## config.mk

```make
export PLATFORM = sky130hd
export DESIGN_NAME = jcu_seq_flat
export DESIGN_NICKNAME = d
export VERILOG_FILES = /design/src/rtl/jcu_seq_if.sv /design/src/rtl/jcu_seq.sv /design/src/flat_wrapper.sv
export SDC_FILE = /design/constraint.sdc
export NUM_CORES = 1
export LEC_CHECK = 0
export ABC_AREA = 1
export CAP_MARGIN = 10
export CORE_UTILIZATION = 35
export CTS_BUF_LIST = sky130_fd_sc_hd__clkbuf_16
export DETAILED_ROUTE_END_ITERATION = 12
export PLACE_DENSITY = 0.75
export SLEW_MARGIN = 20
export SYNTH_ARGS = -nofsm -noshare
export SYNTH_HDL_FRONTEND = slang
export SYNTH_SLANG_ARGS = --single-unit
```

## constraint.sdc

```tcl
create_clock -name CLK_clk -period 3 [get_ports CLK_clk]
set_input_delay 0.3 -clock CLK_clk [delete_from_list [all_inputs] [get_ports CLK_clk]]
set_output_delay 0.3 -clock CLK_clk [all_outputs]
set_load 0.02 [all_outputs]
```

## src/rtl/jcu_seq_if.sv

```systemverilog
`timescale 1ns/1ps
// Control-unit boundary: IR/flags/IO-ack in, datapath strobes and step bus out.
// Handshake: io_req is held high until the cycle io_ack is seen with it; that cycle completes the transfer.
interface jcu_seq_if #(
  parameter int NREGS = 4,
  parameter int STEPS = 6
);
  localparam int RB   = $clog2(NREGS);
  localparam int IR_W = 4 + 2 * RB;

  logic [0:IR_W-1]  ir_bus;
  logic             flags_co;
  logic             flags_alo;
  logic             flags_eqo;
  logic             flags_z;
  logic             io_ack;
  logic [STEPS-1:0] STP_bus;
  logic [2:0]       alu_op;
  logic             alu_ena_ci;
  logic             flags_s;
  logic             tmp_s;
  logic             bus1_bit1;
  logic             acc_s;
  logic             acc_e;
  logic [NREGS-1:0] reg_s;
  logic [NREGS-1:0] reg_e;
  logic             ram_mar_s;
  logic             ram_s;
  logic             ram_e;
  logic             iar_s;
  logic             iar_e;
  logic             ir_s;
  logic             io_req;
  logic             io_out;
  logic             io_da;
  logic             halted;
  logic [1:0]       dbg_state;

  modport master (
    input  ir_bus, flags_co, flags_alo, flags_eqo, flags_z, io_ack,
    output STP_bus, alu_op, alu_ena_ci, flags_s, tmp_s, bus1_bit1, acc_s, acc_e,
           reg_s, reg_e, ram_mar_s, ram_s, ram_e, iar_s, iar_e, ir_s,
           io_req, io_out, io_da, halted, dbg_state
  );

  modport slave (
    output ir_bus, flags_co, flags_alo, flags_eqo, flags_z, io_ack,
    input  STP_bus, alu_op, alu_ena_ci, flags_s, tmp_s, bus1_bit1, acc_s, acc_e,
           reg_s, reg_e, ram_mar_s, ram_s, ram_e, iar_s, iar_e, ir_s,
           io_req, io_out, io_da, halted, dbg_state
  );
endinterface

```

## src/rtl/jcu_seq.sv

```systemverilog
`timescale 1ns/1ps
// Single-clock jcscpu control unit: step counter plus full ISA strobe decode,
// with an IO req/ack stall state and a HALTED state left only through reset.
module jcu_seq #(
  parameter int NREGS = 4,
  parameter int STEPS = 6
) (
  input logic        CLK_clk,
  input logic        CLK_rst_n,
  jcu_seq_if.master  bus
);
  localparam int RB = $clog2(NREGS);
  localparam int SW = $clog2(STEPS);

  localparam logic [SW-1:0] S0    = SW'(0);
  localparam logic [SW-1:0] S1    = SW'(1);
  localparam logic [SW-1:0] S2    = SW'(2);
  localparam logic [SW-1:0] S3    = SW'(3);
  localparam logic [SW-1:0] S4    = SW'(4);
  localparam logic [SW-1:0] S5    = SW'(5);
  localparam logic [SW-1:0] SLAST = SW'(STEPS - 1);

  typedef enum logic [1:0] {RUN = 2'd0, IOWAIT = 2'd1, HALTED = 2'd2} state_t;

  state_t        state, state_next;
  logic [SW-1:0] step, step_next, step_adv;

  logic          is_alu, is_io, is_halt, jump_ok, in_io, fetch0;
  logic [2:0]    op;
  logic [3:0]    sub;
  logic [RB-1:0] ra, rb;
  logic [SW-1:0] io_step;

  assign is_alu   = bus.ir_bus[0];
  assign op       = bus.ir_bus[1:3];
  assign sub      = bus.ir_bus[4:7];
  assign ra       = bus.ir_bus[4 +: RB];
  assign rb       = bus.ir_bus[4+RB +: RB];
  assign is_io    = !is_alu && (op == 3'b111);
  assign is_halt  = !is_alu && (op == 3'b110) && (sub == 4'b0001);
  assign jump_ok  = (sub[3] & bus.flags_co) | (sub[2] & bus.flags_alo) |
                    (sub[1] & bus.flags_eqo) | (sub[0] & bus.flags_z);
  // Output transfers happen at step 3, input transfers at step 4.
  assign io_step  = bus.ir_bus[4] ? S3 : S4;
  assign in_io    = (state == IOWAIT) || (is_io && (state == RUN) && (step == io_step));
  assign step_adv = (step == SLAST) ? '0 : step + SW'(1);
  assign bus.dbg_state = state;

  always_ff @(posedge CLK_clk) begin
    if (!CLK_rst_n) begin
      state <= RUN;
      step  <= '0;
    end else begin
      state <= state_next;
      step  <= step_next;
    end
  end

  always_comb begin
    state_next = state;
    step_next  = step;
    case (state)
      RUN: begin
        step_next = step_adv;
        if (in_io && !bus.io_ack) begin
          state_next = IOWAIT;
          step_next  = step;
        end else if (is_halt && (step == S5)) begin
          state_next = HALTED;
          step_next  = '0;
        end
      end
      IOWAIT: begin
        if (bus.io_ack) begin
          state_next = RUN;
          step_next  = step_adv;
        end
      end
      HALTED: ;
      default: begin
        state_next = RUN;
        step_next  = '0;
      end
    endcase
  end

  // All strobes are forced low combinationally while reset is held.
  always_comb begin
    bus.STP_bus    = '0;
    bus.alu_op     = '0;
    bus.alu_ena_ci = 1'b0;
    bus.flags_s    = 1'b0;
    bus.tmp_s      = 1'b0;
    bus.bus1_bit1  = 1'b0;
    bus.acc_s      = 1'b0;
    bus.acc_e      = 1'b0;
    bus.reg_s      = '0;
    bus.reg_e      = '0;
    bus.ram_mar_s  = 1'b0;
    bus.ram_s      = 1'b0;
    bus.ram_e      = 1'b0;
    bus.iar_s      = 1'b0;
    bus.iar_e      = 1'b0;
    bus.ir_s       = 1'b0;
    bus.io_req     = 1'b0;
    bus.io_out     = 1'b0;
    bus.io_da      = 1'b0;
    bus.halted     = 1'b0;
    fetch0         = 1'b0;
    if (CLK_rst_n) begin
      bus.halted = (state == HALTED);
      if (state != HALTED) bus.STP_bus = STEPS'(1) << step;
      if (state == RUN) begin
        case (step)
          S0: fetch0 = 1'b1;
          S1: begin bus.ram_e = 1'b1; bus.ir_s = 1'b1; end
          S2: begin bus.acc_e = 1'b1; bus.iar_s = 1'b1; end
          S3: begin
            if (is_alu) begin
              bus.reg_e[rb] = 1'b1;
              bus.tmp_s     = 1'b1;
            end else begin
              case (op)
                3'b000, 3'b001: begin bus.reg_e[ra] = 1'b1; bus.ram_mar_s = 1'b1; end
                3'b010, 3'b101: fetch0 = 1'b1;
                3'b011: begin bus.reg_e[rb] = 1'b1; bus.iar_s = 1'b1; end
                3'b100: begin bus.iar_e = 1'b1; bus.ram_mar_s = 1'b1; end
                3'b110: if (sub == 4'b0000) begin bus.bus1_bit1 = 1'b1; bus.flags_s = 1'b1; end
                default: ;
              endcase
            end
          end
          S4: begin
            if (is_alu) begin
              bus.reg_e[ra]  = 1'b1;
              bus.alu_ena_ci = 1'b1;
              bus.acc_s      = 1'b1;
              bus.flags_s    = 1'b1;
              bus.alu_op     = op;
            end else begin
              case (op)
                3'b000, 3'b010: begin bus.ram_e = 1'b1; bus.reg_s[rb] = 1'b1; end
                3'b001: begin bus.reg_e[rb] = 1'b1; bus.ram_s = 1'b1; end
                3'b100: begin bus.ram_e = 1'b1; bus.iar_s = 1'b1; end
                3'b101: begin bus.acc_e = 1'b1; bus.iar_s = 1'b1; end
                default: ;
              endcase
            end
          end
          S5: begin
            if (is_alu) begin
              if (op != 3'b111) begin bus.acc_e = 1'b1; bus.reg_s[rb] = 1'b1; end
            end else if (op == 3'b010) begin
              bus.acc_e = 1'b1;
              bus.iar_s = 1'b1;
            end else if ((op == 3'b101) && jump_ok) begin
              bus.ram_e = 1'b1;
              bus.iar_s = 1'b1;
            end
          end
          default: ;
        endcase
      end
      if (fetch0) begin
        bus.bus1_bit1 = 1'b1;
        bus.iar_e     = 1'b1;
        bus.ram_mar_s = 1'b1;
        bus.acc_s     = 1'b1;
      end
      if (in_io) begin
        bus.io_req = 1'b1;
        bus.io_out = bus.ir_bus[4];
        bus.io_da  = bus.ir_bus[5];
        if (bus.ir_bus[4]) bus.reg_e[rb] = 1'b1;
        else if (bus.io_ack) bus.reg_s[rb] = 1'b1;
      end
    end
  end
endmodule

```

## src/flat_wrapper.sv

```systemverilog
// flat-port wrapper written by rule: the top's interface ports become plain ports
module jcu_seq_flat 
#(
  parameter int NREGS = 4,
  parameter int STEPS = 6
)
  (CLK_clk, CLK_rst_n, bus_ir_bus, bus_flags_co, bus_flags_alo, bus_flags_eqo, bus_flags_z, bus_io_ack, bus_STP_bus, bus_alu_op, bus_alu_ena_ci, bus_flags_s, bus_tmp_s, bus_bus1_bit1, bus_acc_s, bus_acc_e, bus_reg_s, bus_reg_e, bus_ram_mar_s, bus_ram_s, bus_ram_e, bus_iar_s, bus_iar_e, bus_ir_s, bus_io_req, bus_io_out, bus_io_da, bus_halted, bus_dbg_state);
  jcu_seq_if #(.NREGS(NREGS), .STEPS(STEPS)) bus_i ();
  input logic CLK_clk;
  input logic CLK_rst_n;
  input wire logic [$bits(bus_i.ir_bus)-1:0] bus_ir_bus;
  input wire logic [$bits(bus_i.flags_co)-1:0] bus_flags_co;
  input wire logic [$bits(bus_i.flags_alo)-1:0] bus_flags_alo;
  input wire logic [$bits(bus_i.flags_eqo)-1:0] bus_flags_eqo;
  input wire logic [$bits(bus_i.flags_z)-1:0] bus_flags_z;
  input wire logic [$bits(bus_i.io_ack)-1:0] bus_io_ack;
  output wire logic [$bits(bus_i.STP_bus)-1:0] bus_STP_bus;
  output wire logic [$bits(bus_i.alu_op)-1:0] bus_alu_op;
  output wire logic [$bits(bus_i.alu_ena_ci)-1:0] bus_alu_ena_ci;
  output wire logic [$bits(bus_i.flags_s)-1:0] bus_flags_s;
  output wire logic [$bits(bus_i.tmp_s)-1:0] bus_tmp_s;
  output wire logic [$bits(bus_i.bus1_bit1)-1:0] bus_bus1_bit1;
  output wire logic [$bits(bus_i.acc_s)-1:0] bus_acc_s;
  output wire logic [$bits(bus_i.acc_e)-1:0] bus_acc_e;
  output wire logic [$bits(bus_i.reg_s)-1:0] bus_reg_s;
  output wire logic [$bits(bus_i.reg_e)-1:0] bus_reg_e;
  output wire logic [$bits(bus_i.ram_mar_s)-1:0] bus_ram_mar_s;
  output wire logic [$bits(bus_i.ram_s)-1:0] bus_ram_s;
  output wire logic [$bits(bus_i.ram_e)-1:0] bus_ram_e;
  output wire logic [$bits(bus_i.iar_s)-1:0] bus_iar_s;
  output wire logic [$bits(bus_i.iar_e)-1:0] bus_iar_e;
  output wire logic [$bits(bus_i.ir_s)-1:0] bus_ir_s;
  output wire logic [$bits(bus_i.io_req)-1:0] bus_io_req;
  output wire logic [$bits(bus_i.io_out)-1:0] bus_io_out;
  output wire logic [$bits(bus_i.io_da)-1:0] bus_io_da;
  output wire logic [$bits(bus_i.halted)-1:0] bus_halted;
  output wire logic [$bits(bus_i.dbg_state)-1:0] bus_dbg_state;
  assign bus_i.ir_bus = bus_ir_bus;
  assign bus_i.flags_co = bus_flags_co;
  assign bus_i.flags_alo = bus_flags_alo;
  assign bus_i.flags_eqo = bus_flags_eqo;
  assign bus_i.flags_z = bus_flags_z;
  assign bus_i.io_ack = bus_io_ack;
  assign bus_STP_bus = bus_i.STP_bus;
  assign bus_alu_op = bus_i.alu_op;
  assign bus_alu_ena_ci = bus_i.alu_ena_ci;
  assign bus_flags_s = bus_i.flags_s;
  assign bus_tmp_s = bus_i.tmp_s;
  assign bus_bus1_bit1 = bus_i.bus1_bit1;
  assign bus_acc_s = bus_i.acc_s;
  assign bus_acc_e = bus_i.acc_e;
  assign bus_reg_s = bus_i.reg_s;
  assign bus_reg_e = bus_i.reg_e;
  assign bus_ram_mar_s = bus_i.ram_mar_s;
  assign bus_ram_s = bus_i.ram_s;
  assign bus_ram_e = bus_i.ram_e;
  assign bus_iar_s = bus_i.iar_s;
  assign bus_iar_e = bus_i.iar_e;
  assign bus_ir_s = bus_i.ir_s;
  assign bus_io_req = bus_i.io_req;
  assign bus_io_out = bus_i.io_out;
  assign bus_io_da = bus_i.io_da;
  assign bus_halted = bus_i.halted;
  assign bus_dbg_state = bus_i.dbg_state;
  jcu_seq #(.NREGS(NREGS), .STEPS(STEPS)) u_core (.CLK_clk(CLK_clk), .CLK_rst_n(CLK_rst_n), .bus(bus_i));
endmodule
```

After elaboration in Yosys (flattened, before gate mapping):

Index checks and enable logic that the tools add are counted.

* reduce and logical (&&, ||, !) cells: 25
* bitwise logic cells: 10
* eq/ne operators: 21
* $lt $le $gt $ge: 4
* divide/modulo/power cells: 0
* muxes and demuxes: 117
* $mul: 0
* shift-type cells: 1
* add/sub/neg operators: 1

Operator list (count)
* 1-bit two-way mux: 73
* 4-bit two-way mux: 18
* 3-bit two-way mux: 9
* 4-bit case mux with 2 select lines: 3
* 3-bit == test (second input constant): 6
* 3-bit by 2-bit == test with 1-bit output (second input constant): 4
* 6-bit two-way mux: 2
* 1-bit logical AND: 10
* 3-bit case mux with 3 select lines: 1
* 4-bit OR: 2
* 2-bit OR reduction: 4
* 3-bit by 1-bit == test with 1-bit output (second input constant): 2
* 3-bit zero test: 2
* 2-bit by 3-bit < comparator with 1-bit output (second input constant): 2
* 2-bit two-way mux: 3
* 2-bit inequality test (second input constant): 3
* 3-bit inequality test (second input constant): 2
* 1-bit case mux with 3 select lines: 2
* 2-bit case mux with 3 select lines: 1
* 3-bit AND reduction: 2
* 3-bit OR reduction: 2
* 1-bit by 3-bit << shifter with 6-bit output (first input constant): 1
* 1-bit bitwise AND: 4
* 1-bit demux with 2-bit select: 2
* 14 further kinds: 19

* logic and storage cells: 181
* memory bits (writable): 0
* bits in latches: 0
* memories kept: 0
* register bits: 5
* memory bits (read-only): 0

Logic depth before layout (Yosys ltp):

Gate-level depths: netlist of the first run.

* depth in word-level cells: 14
* depth in mapped cells: 12
* mapped depth without buffers: 11

Worst setup path after synthesis of the first run:

Ideal clock, no wire load.

* path type: flip-flop to output port
* start point: register u_core.step[1]
* end point: output port bus_ram_mar_s
* buffers on the path: 0
* arrival time: 1624 ps
* path slack: 1076 ps
* stages on the path, launching flop included: 8
* cells stage by stage: dfxtp_1 > nand2_1 > inv_1 > ha_1 > inv_1 > nor2_1 > nand2_1 > o31ai_1

* word-level cells in the longest chain between the ends: 6
* elaborated cells between the ends (all ways): 9
* classes of those cells: eq/ne: 1; mux: 7; reduce/logical: 1

Ends and longest elaborated chain
* start: declaration: RTL line jcu_seq.sv:26 `logic [SW-1:0] step, step_next, step_adv;`
* start signal: assignment: RTL line jcu_seq.sv:55 `step <= step_next;`
* 3-bit by 2-bit == test with 1-bit output or 3-bit zero test (tied branches): RTL line jcu_seq.sv:114 `case (step)`
* 1-bit case mux with 2 select lines: RTL line jcu_seq.sv:114
* 1-bit two-way mux: RTL line jcu_seq.sv:113 `if (state == RUN) begin`
* 1-bit two-way mux: RTL line jcu_seq.sv:110 `if (CLK_rst_n) begin`
* 1-bit two-way mux *: RTL line jcu_seq.sv:164 `if (fetch0) begin`
* 1-bit two-way mux *: RTL line jcu_seq.sv:110
* end: declaration: RTL line flat_wrapper.sv:27 `output wire logic [$bits(bus_i.ram_mar_s)-1:0] bus_ram_mar_s;`

Mark *: on every way between the ends. The rest lies on a longest branch, timed or not. The select of a mux whose other input is x is not followed.

Worst setup path after layout of the first run:

* start point: register u_core.step[1]
* end point: output port bus_reg_e[1]

* word-level cells in the longest chain between the ends: 8
* elaborated cells between the ends (all ways): 12
* classes of those cells: eq/ne: 3; mux: 6; bitwise: 1; reduce/logical: 2

Ends and longest elaborated chain
* 3-bit == test or 3-bit by 2-bit == test with 1-bit output (tied branches): RTL line jcu_seq.sv:114
* 4-bit case mux with 2 select lines: RTL line jcu_seq.sv:114
* 4-bit two-way mux: RTL line jcu_seq.sv:113
* 4-bit two-way mux: RTL line jcu_seq.sv:110
* 4-bit OR (no line)
* 4-bit two-way mux: RTL line jcu_seq.sv:174 `if (bus.ir_bus[4]) bus.reg_e[rb] = 1'b1;`
* 4-bit two-way mux *: RTL line jcu_seq.sv:170 `if (in_io) begin`
* 4-bit two-way mux *: RTL line jcu_seq.sv:110
* end: declaration: RTL line flat_wrapper.sv:26 `output wire logic [$bits(bus_i.reg_e)-1:0] bus_reg_e;`

Marks and branches as above.

==> results.sh, run 1 <==
export IMPL_final_util=0.619
export IMPL_drive_gt1_frac=0.110
export IMPL_cp_arrival_ns=2.46
export IMPL_fp_dieArea_um2=3010
export IMPL_routed_wl_um=3240
export IMPL_synth_area_leader_cell="nand2_1"
export IMPL_place_ws_ns=0.290
export IMPL_setup_viol=0
export IMPL_p_total_mw=0.440
export IMPL_grt_pass1_vias=1117
export IMPL_seqCellArea_um2=101
export IMPL_maxCapViolCount=0
export IMPL_yosys_area_top_type_share=0.165
export IMPL_power_density_nw_per_um2=277
export IMPL_drcViolationCount=0
export IMPL_start_util=0.381
export IMPL_synth_cell_types=25
export IMPL_min_path_type="reg2reg"
export IMPL_relSlewSlack=0.745
export IMPL_multi_input_area_um2=753
export IMPL_vias=1369
export IMPL_fin_area_um2=1590
export IMPL_ys_seq_area_frac=0.102
export IMPL_ys_seq_elements=5
export IMPL_max_freq_mhz=362
export IMPL_combPwrFrac=0.338
export IMPL_cp_required_ns=2.70
export IMPL_cts_tree="yes"
export IMPL_p_switching_mw=0.134
export IMPL_row_count=18
export IMPL_whs_path_depth=2
export IMPL_hpwl_um=2600
export IMPL_antenna_found_initial=0
export IMPL_slew_violations=0
export IMPL_nNetsFinal=253
export IMPL_synth_fp_nets=198
export IMPL_wl_per_cell_um=12.2
export IMPL_synth_area_leaders="nand2_1 (16%), nor2_1 (12%), nand3_1 (12%)"
export IMPL_die_x_um=54.9
export IMPL_drtIter0Drc=49
export IMPL_yosysWarningCount=0
export IMPL_status="completed"
export IMPL_report_final_hold_viol_count=0
export IMPL_rr_worst_depth=7
export IMPL_grt_start_max_net_pins=10
export IMPL_cts_max_level=1
export IMPL_io_pins=50
export IMPL_drt_vias_per_instance=5.15
export IMPL_fin_crit_sh=0.921
export IMPL_critical_path_max_stage_delay_ns=0.60
export IMPL_gr_total_overflow=0
export IMPL_hold_ws_ns=0.528
export IMPL_ctsHoldBuffers=0
export IMPL_fin_ws_ns=0.237
export IMPL_insertion_delay_ns=0.22
export IMPL_fillCellCount=254
export IMPL_cts_resized=0
export IMPL_p_seq_frac=0.177
export IMPL_syn_avg_cell_area_um2=5.38
export IMPL_areaGrowthSynthToFinish_pct=62.4
export IMPL_end_kind="output port"
export IMPL_dr_pass1_iters=4
export IMPL_p_int_mw=0.306
export IMPL_fp_dieH_um=54.9
export IMPL_grt_pass1_wl_um=4860
export IMPL_p_sw_frac=0.305
export IMPL_instances_no_fill=266
export IMPL_ctsLongestPathBuffers=2
export IMPL_cts_buffers_inserted=3
export IMPL_globalplace_congestion=0.923
export IMPL_io_buffers=49
export IMPL_start_kind="flop"
export IMPL_tightest_slew_ns=0.378
export IMPL_syn_inst=182
export IMPL_path_clk_slew_ns=0.03
export IMPL_cts_num_sinks=5
export IMPL_crit_type="reg2out"
export IMPL_p_clk_frac=0.485
export IMPL_n_antenna_cell=0
export IMPL_leakagePower_nw=0.733
export IMPL_fin_tns_setup_ns=0
export IMPL_placed_area_um2=1510
export IMPL_period_needed_ns=2.76
export IMPL_design_core_area_um2=2570
export IMPL_cts_root_buf="clkbuf_16"
export IMPL_rsz0062_at_grt="false"
export IMPL_final_setup_skew_ns=0.000826
export IMPL_timing_critical_path_cells="nand2_1, inv_1, ha_1, inv_1, nor2_2, nand3_1, nand2_1, nand3_1, o21ai_0, inv_1, nand2_1, clkdlybuf4s50_1"
export IMPL_slowest_stage="clkdlybuf4s50_1"
export IMPL_syn_cell_area_um2=978
export IMPL_cp_max_fo=6
export IMPL_ir_drop_uv=419
export IMPL_grt_usage=0.222
export IMPL_post_cts_buffers=0
export IMPL_place_inst=262
export IMPL_final_antenna_net_count=0
[worst max-delay path, delay by kind of cell (launching register included)]
family | cells | cell delay, ns
AO/OA/AOI/OAI | 1 | 0.16
adder cells (fa/ha/maj) | 1 | 0.15
buffers and inverters | 4 | 0.81
AND/OR/NAND/NOR | 6 | 0.65
flip-flops | 1 | 0.47
[power groups by stage]
| stage | clock, mW | combinational (mW) | sequential, mW |
|---|---|---|---|
| after floorplan | 0 | 0.0851 | 0.0755 |
| after global placement | 0 | 0.147 | 0.0784 |
| after detailed placement | 0 | 0.147 | 0.0784 |
| after CTS | 0.217 | 0.148 | 0.0775 |
| after global routing | 0.222 | 0.161 | 0.0783 |
| final | 0.214 | 0.149 | 0.0778 |
[layer usage]
metal	vias to the layer above	global-route usage	part of all wire
li1	709	-	-
met1	606	0.310	0.48
met2	50	0.359	0.47
met3	4	0.00833	0.045
met4	0	0.0769	0.0083
met5	-	0	0
[final cells by class]
type	instances	share of cell area
multi-input combinational	147	0.474
timing repair buffer	52	0.323
inverter	28	0.0661
sequential	5	0.0638
clock buffer	3	0.0472
tap	30	0.0236
clock inverter	1	0.00236
[cell families after synthesis]
group | Yosys count | share of synthesized area
AOI/OAI and AO/OA | 24 | 0.157
adders and majority gates | 1 | 0.0128
buffers and inverters | 30 | 0.130
DFF | 5 | 0.102
and+or+nand+nor | 122 | 0.597
[state kept, by name, indices dropped and copies added (netlist names)]
register,flops
u_core.bus.dbg_state,2
u_core.step,3
[path summary, 6_finish.rpt]
check	start	end	slack (ns)
worst max register to register	u_core.step[2]	u_core.step[2]	1.67
worst min register to register	u_core.step[0]	u_core.step[0]	0.53
worst min-delay path	u_core.step[0]	u_core.step[0]	0.53
worst max-delay path	u_core.step[1]	bus_reg_e[1]	0.24
[Yosys cell counts]
master / number
inv_2: 3
o211ai_1: 1
ha_1: 1
clkinv_1: 1
inv_1: 24
a31oi_1: 1
o21ai_0: 7
nor2_4: 2
a41oi_1: 1
nor2_2: 2
nand3_1: 23
nor3_1: 5
nand3_2: 3
nand2_4: 4
a21boi_1: 3
nand2_1: 43
a21oi_4: 1
buf_6: 2
a21oi_1: 7
nand2_2: 3
a21boi_0: 2
o31ai_1: 1
nor2_1: 31
dfxtp_1: 5
nand4_1: 6
[layout by cell type, fill, tap and decap left out]
master           instances
clkinv_1                 1
a21oi_4                  1
inv_1                   25
clkdlybuf4s50_1         49
inv_2                    3
nand2_2                  3
nand3_1                 23
nand2_1                 43
buf_4                    3
dfxtp_1                  4
o31ai_1                  1
ha_1                     1
nand2_4                  4
nand3_2                  3
a31oi_1                  1
a41oi_1                  1
a21boi_1                 3
o211ai_1                 1
a21oi_1                  7
nor2_2                   3
nor2_1                  30
o21ai_0                  7
a21boi_0                 2
clkbuf_16                3
nor2_4                   2
nand4_1                  6
nor3_1                   5
dfxtp_2                  1
Power figures use the tool's default switching activity.
==> run 2: changes to the inputs <==
--- a/config.mk
+++ b/config.mk
@@ -7,10 +7,12 @@
 export LEC_CHECK = 0
 export ABC_AREA = 1
 export CAP_MARGIN = 10
+export CORE_MARGIN = 2
 export CORE_UTILIZATION = 35
 export CTS_BUF_LIST = sky130_fd_sc_hd__clkbuf_16
 export DETAILED_ROUTE_END_ITERATION = 12
 export PLACE_DENSITY = 0.75
+export RECOVER_POWER = 50
 export SLEW_MARGIN = 20
 export SYNTH_ARGS = -nofsm -noshare
 export SYNTH_HDL_FRONTEND = slang
==> results.sh, run 2 (synthesized netlist as in run 1, its figures left out) <==
export IMPL_io_buffers=49
export IMPL_cts_root_buf="clkbuf_16"
export IMPL_globalplace_congestion=0.919
export IMPL_insertion_delay_ns=0.23
export IMPL_largest_reg_flops=3
export IMPL_start_kind="input port"
export IMPL_dr_pass1_iters=4
export IMPL_drive_gt1_frac=0.102
export IMPL_drcViolationCount=0
export IMPL_status="completed"
export IMPL_fillCellCount=291
export IMPL_design_core_area_um2=2710
export IMPL_ctsLongestPathBuffers=2
export IMPL_top_register="u_core.step"
export IMPL_report_final_hold_viol_count=0
export IMPL_cp_required_ns=2.70
export IMPL_path_common_cell="nand2_1"
export IMPL_rr_endpoint="u_core.step[2]"
export IMPL_place_inst=262
export IMPL_reg2reg_slack_ns=1.58
export IMPL_final_antenna_net_count=0
export IMPL_instances_no_fill=266
export IMPL_hpwl_um=2550
export IMPL_routed_wl_um=3140
export IMPL_vias=1357
export IMPL_grt_start_max_net_pins=10
export IMPL_ir_drop_uv=405
export IMPL_cp_max_fo=9
export IMPL_p_total_mw=0.440
export IMPL_row_count=19
export IMPL_gr_total_overflow=0
export IMPL_fin_crit_sh=0.939
export IMPL_multi_input_area_um2=743
export IMPL_drt_vias_per_instance=5.10
export IMPL_crit_type="in2out"
export IMPL_antenna_found_initial=0
export IMPL_layout_common_cells="nand2_1 (45), clkdlybuf4s50_1 (34), nor2_1 (30)"
export IMPL_power_density_nw_per_um2=280
export IMPL_grt_usage=0.197
export IMPL_cts_num_sinks=5
export IMPL_slew_violations=0
export IMPL_critical_path_max_stage_delay_ns=0.68
export IMPL_rsz0062_at_grt="false"
export IMPL_leakagePower_nw=0.762
export IMPL_grt_pass1_vias=1167
export IMPL_tightest_slew_ns=0.350
export IMPL_fp_dieH_um=56.9
export IMPL_areaGrowthSynthToFinish_pct=60.9
export IMPL_final_setup_skew_ns=0.000298
export IMPL_relSlewSlack=0.764
export IMPL_start_util=0.361
export IMPL_setup_viol=0
export IMPL_end_kind="output port"
export IMPL_cp_endpoint="bus_reg_e[1]"
export IMPL_io_pins=50
export IMPL_drtIter0Drc=38
export IMPL_hold_ws_ns=0.526
export IMPL_seqCellArea_um2=103
export IMPL_min_path_type="reg2reg"
export IMPL_cts_buffers_inserted=3
export IMPL_maxCapViolCount=0
export IMPL_path_clk_slew_ns=0.03
export IMPL_rr_worst_depth=9
export IMPL_grt_pass1_wl_um=5020
export IMPL_fin_tns_setup_ns=0
export IMPL_ctsHoldBuffers=0
export IMPL_cp_arrival_ns=2.52
export IMPL_fp_dieArea_um2=3230
export IMPL_nNetsFinal=252
export IMPL_die_x_um=56.9
export IMPL_cts_max_level=1
export IMPL_period_needed_ns=2.82
export IMPL_wl_per_cell_um=11.8
export IMPL_n_antenna_cell=0
export IMPL_slowest_stage="dlygate4sd3_1"
export IMPL_crit_start="CLK_rst_n"
export IMPL_max_freq_mhz=355
export IMPL_cts_tree="yes"
export IMPL_final_common_cell="nand2_1"
export IMPL_timing_critical_path_cells="dlygate4sd3_1, nand2_1, a21oi_4, nand3_1, o21ai_0, inv_1, nand2_1, clkdlybuf4s50_1"
export IMPL_timing_rr_start="u_core.step[2]"
==> run 2: cell types whose count changed in the layout (fill, tap and decap cells not counted), sizes merged <==
cell,previous run,this run
dlygate4sd3,0,15
clkdlybuf4s50,49,34
buf,3,2
==> run 2: critical path: cells and delay by family <==
| family | cells | cell delay, ns |
|---|---|---|
| buf+inv | 3 | 1.33 |
| simple gates | 3 | 0.45 |
| compound gates | 2 | 0.44 |
==> run 2: cell type report <==
| type | count | share of cell area |
|---|---|---|
| multi-input cells | 147 | 0.472 |
| repair buffers | 51 | 0.321 |
| inverters | 28 | 0.0668 |
| flip-flops and latches | 5 | 0.0652 |
| clock buffers | 3 | 0.0477 |
| well taps | 31 | 0.0246 |
| clock inverters | 1 | 0.00238 |
==> run 2: where the power goes <==
group          total, mW  leakage, nW  switching, mW  internal, mW
Sequential        0.0782       0.0414        0.00741        0.0708
Clock              0.218       0.0423         0.0456         0.173
Combinational      0.144        0.679         0.0834        0.0605
==> run 2: per-stage QoR <==
step            util  cell area, um^2  setup slack [ns]
2_1_floorplan      -              978              1.08
3_3_place_gp   0.554             1500             0.307
3_5_place_dp   0.554             1500             0.310
4_1_cts        0.583             1580             0.140
5_1_grt        0.581             1570            0.0500
6_report       0.581             1570             0.182
==> run 2: how the worst min path moves through the flow <==
stage | start | end | cells after the start
after floorplan | CLK_rst_n | u_core.step[2] | 2
after global placement | u_core.step[1] | u_core.step[1] | 2
after detailed placement | u_core.step[1] | u_core.step[1] | 2
after CTS | u_core.step[1] | u_core.step[1] | 2
after global routing | u_core.step[1] | u_core.step[1] | 2
final | u_core.step[1] | u_core.step[1] | 2
==> run 2: what timing repair did <==
item,4_1_cts,5_1_grt
resized for setup,0,3
endpoints found under the setup margin,0,8
endpoints found under the hold margin,0,0
setup buffers,0,0
==> run 2: per-layer routing <==
layer	vias to the layer above	share of wire	GRT usage
li1	707	-	-
met1	592	0.46	0.257
met2	52	0.46	0.321
met3	6	0.064	0.0253
met4	0	0.022	0.0897
met5	-	0	0
==> run 3: changes to the inputs <==
--- a/config.mk
+++ b/config.mk
@@ -11,7 +11,8 @@
 export CORE_UTILIZATION = 35
 export CTS_BUF_LIST = sky130_fd_sc_hd__clkbuf_16
 export DETAILED_ROUTE_END_ITERATION = 12
-export PLACE_DENSITY = 0.75
+export DONT_BUFFER_PORTS = 1
+export PLACE_DENSITY = 0.52
 export RECOVER_POWER = 50
 export SLEW_MARGIN = 20
 export SYNTH_ARGS = -nofsm -noshare
==> results.sh, run 3 (synthesized netlist as in run 1, its figures left out) <==
export IMPL_final_common_cell="nand2_1"
export IMPL_timing_critical_path_cells="nand3_1, nand2_2, nand3_1, nand2_1, nand2_4, nor2_1, nand3_1, nand2_1"
export IMPL_drt_vias_per_instance=5.46
export IMPL_rr_worst_depth=8
export IMPL_antenna_found_initial=0
export IMPL_path_clk_slew_ns=0.03
export IMPL_io_pins=50
export IMPL_place_ws_ns=0.795
export IMPL_areaGrowthSynthToFinish_pct=5.88
export IMPL_grt_pass1_vias=1097
export IMPL_io_buffers=0
export IMPL_post_cts_buffers=0
export IMPL_hpwl_um=2470
export IMPL_fillCellCount=324
export IMPL_report_final_hold_viol_count=0
export IMPL_cp_arrival_ns=2.17
export IMPL_ctsHoldBuffers=0
export IMPL_wl_per_cell_um=14.3
export IMPL_slowest_stage="dfxtp_1"
export IMPL_cp_required_ns=2.70
export IMPL_drive_gt1_frac=0.0761
export IMPL_place_inst=211
export IMPL_rsz0062_at_grt="false"
export IMPL_ir_drop_uv=363
export IMPL_final_antenna_net_count=0
export IMPL_grt_usage=0.192
export IMPL_critPathBufInv=0
export IMPL_timing_rr_start="u_core.step[0]"
export IMPL_slew_violations=0
export IMPL_whs_path_depth=2
export IMPL_grt_pass1_wl_um=5020
export IMPL_n_antenna_cell=0
export IMPL_instances_no_fill=215
export IMPL_cts_num_sinks=5
export IMPL_fin_tns_setup_ns=0
export IMPL_crit_type="reg2out"
export IMPL_start_kind="flop"
export IMPL_drcViolationCount=0
export IMPL_critical_path_max_stage_delay_ns=0.49
export IMPL_grt_start_max_net_pins=10
export IMPL_cp_max_fo=8
export IMPL_min_to="u_core.step[2]"
export IMPL_top_register="u_core.step"
export IMPL_status="completed"
export IMPL_final_setup_skew_ns=0.00385
export IMPL_setup_viol=0
export IMPL_hold_ws_ns=0.193
export IMPL_rr_endpoint="u_core.step[0]"
export IMPL_cts_resized=0
export IMPL_final_util=0.382
export IMPL_cts_tree="yes"
export IMPL_design_core_area_um2=2710
export IMPL_reg2reg_slack_ns=1.39
export IMPL_cts_buffers_inserted=3
export IMPL_dr_pass1_iters=5
export IMPL_cts_max_level=1
export IMPL_crit_start="u_core.step[0]"
export IMPL_end_kind="output port"
export IMPL_globalplace_congestion=0.898
export IMPL_max_freq_mhz=405
export IMPL_routed_wl_um=3080
export IMPL_fp_dieArea_um2=3230
export IMPL_row_count=19
export IMPL_maxCapViolCount=0
export IMPL_leakagePower_nw=0.532
export IMPL_power_density_nw_per_um2=375
export IMPL_die_x_um=56.9
export IMPL_tightest_slew_ns=0.753
export IMPL_start_util=0.361
export IMPL_fp_dieH_um=56.9
export IMPL_path_common_cell="nand3_1"
export IMPL_min_path_type="in2reg"
export IMPL_largest_reg_flops=3
export IMPL_holdCritStartpoint="CLK_rst_n"
export IMPL_fin_crit_sh=0.822
export IMPL_vias=1174
export IMPL_crit_family="simple AND/OR/NAND/NOR gates"
export IMPL_nNetsFinal=201
export IMPL_ctsLongestPathBuffers=2
export IMPL_relSlewSlack=0.494
export IMPL_cts_root_buf="clkbuf_16"
export IMPL_fin_ws_ns=0.534
export IMPL_drtIter0Drc=71
export IMPL_layout_common_cells="nand2_1 (46), nor2_1 (33), inv_1 (25), nand3_1 (25)"
export IMPL_period_needed_ns=2.47
export IMPL_insertion_delay_ns=0.23
export IMPL_gr_total_overflow=0
## run 3: cell types whose count changed in the layout (fill, tap and decap cells not counted), sizes merged
cell,previous run,this run
dlygate4sd3,15,0
clkdlybuf4s50,34,0
buf,2,0
## run 3: per-layer routing
layer | wire (um) | share of wire | vias up | GRT usage
met5 | 0 | 0 | - | 0
met4 | 64 | 0.021 | 0 | 0.0764
met3 | 194 | 0.063 | 7 | 0.0276
met2 | 1450 | 0.47 | 40 | 0.309
met1 | 1360 | 0.44 | 527 | 0.257
li1 | - | - | 600 | -
## run 3: worst register-to-register path, cell delays in order, from the launching register on
cell	delay, ns
dfxtp_1	0.49
nand3_1	0.24
nand2_2	0.12
nand3_1	0.07
nand2_1	0.14
nand2_1	0.19
nand2_2	0.11
nand2_1	0.05
a21oi_1	0.13
## run 3: power by group
group	switching, mW	total (mW)	internal [mW]
clock network	0.0449	0.218	0.173
registers	0.00723	0.0774	0.0702
logic	0.0690	0.0931	0.0241
## run 3: per-stage QoR
stage                     instance area [um^2]  power, mW
after detailed placement                   995      0.174
after global routing                      1040      0.405
after global placement                     995      0.173
final                                     1040      0.388
after floorplan                            978      0.161
after CTS                                 1070      0.394
## run 3: cell type report
| cell class | count | area, um^2 | share of cell area |
|---|---|---|---|
| flip-flops and latches | 5 | 100 | 0.0966 |
| inverters | 28 | 105 | 0.101 |
| clock inverters | 1 | 3.75 | 0.00362 |
| well taps | 31 | 38.8 | 0.0374 |
| multi-input cells | 147 | 713 | 0.688 |
| clock buffers | 3 | 75.1 | 0.0725 |
## run 3: how the worst max path moves through the flow
| stage | slack [ns] | end | cells past startpoint |
|---|---|---|---|
| 3_3_place_gp | 0.89 | bus_bus1_bit1 | 7 |
| 6_report | 0.53 | bus_reg_e[1] | 8 |
| 5_1_grt | 0.34 | bus_reg_e[0] | 8 |
| 2_1_floorplan | 1.08 | bus_ram_mar_s | 7 |
| 3_5_place_dp | 0.80 | bus_bus1_bit1 | 7 |
| 4_1_cts | 0.55 | bus_bus1_bit1 | 7 |
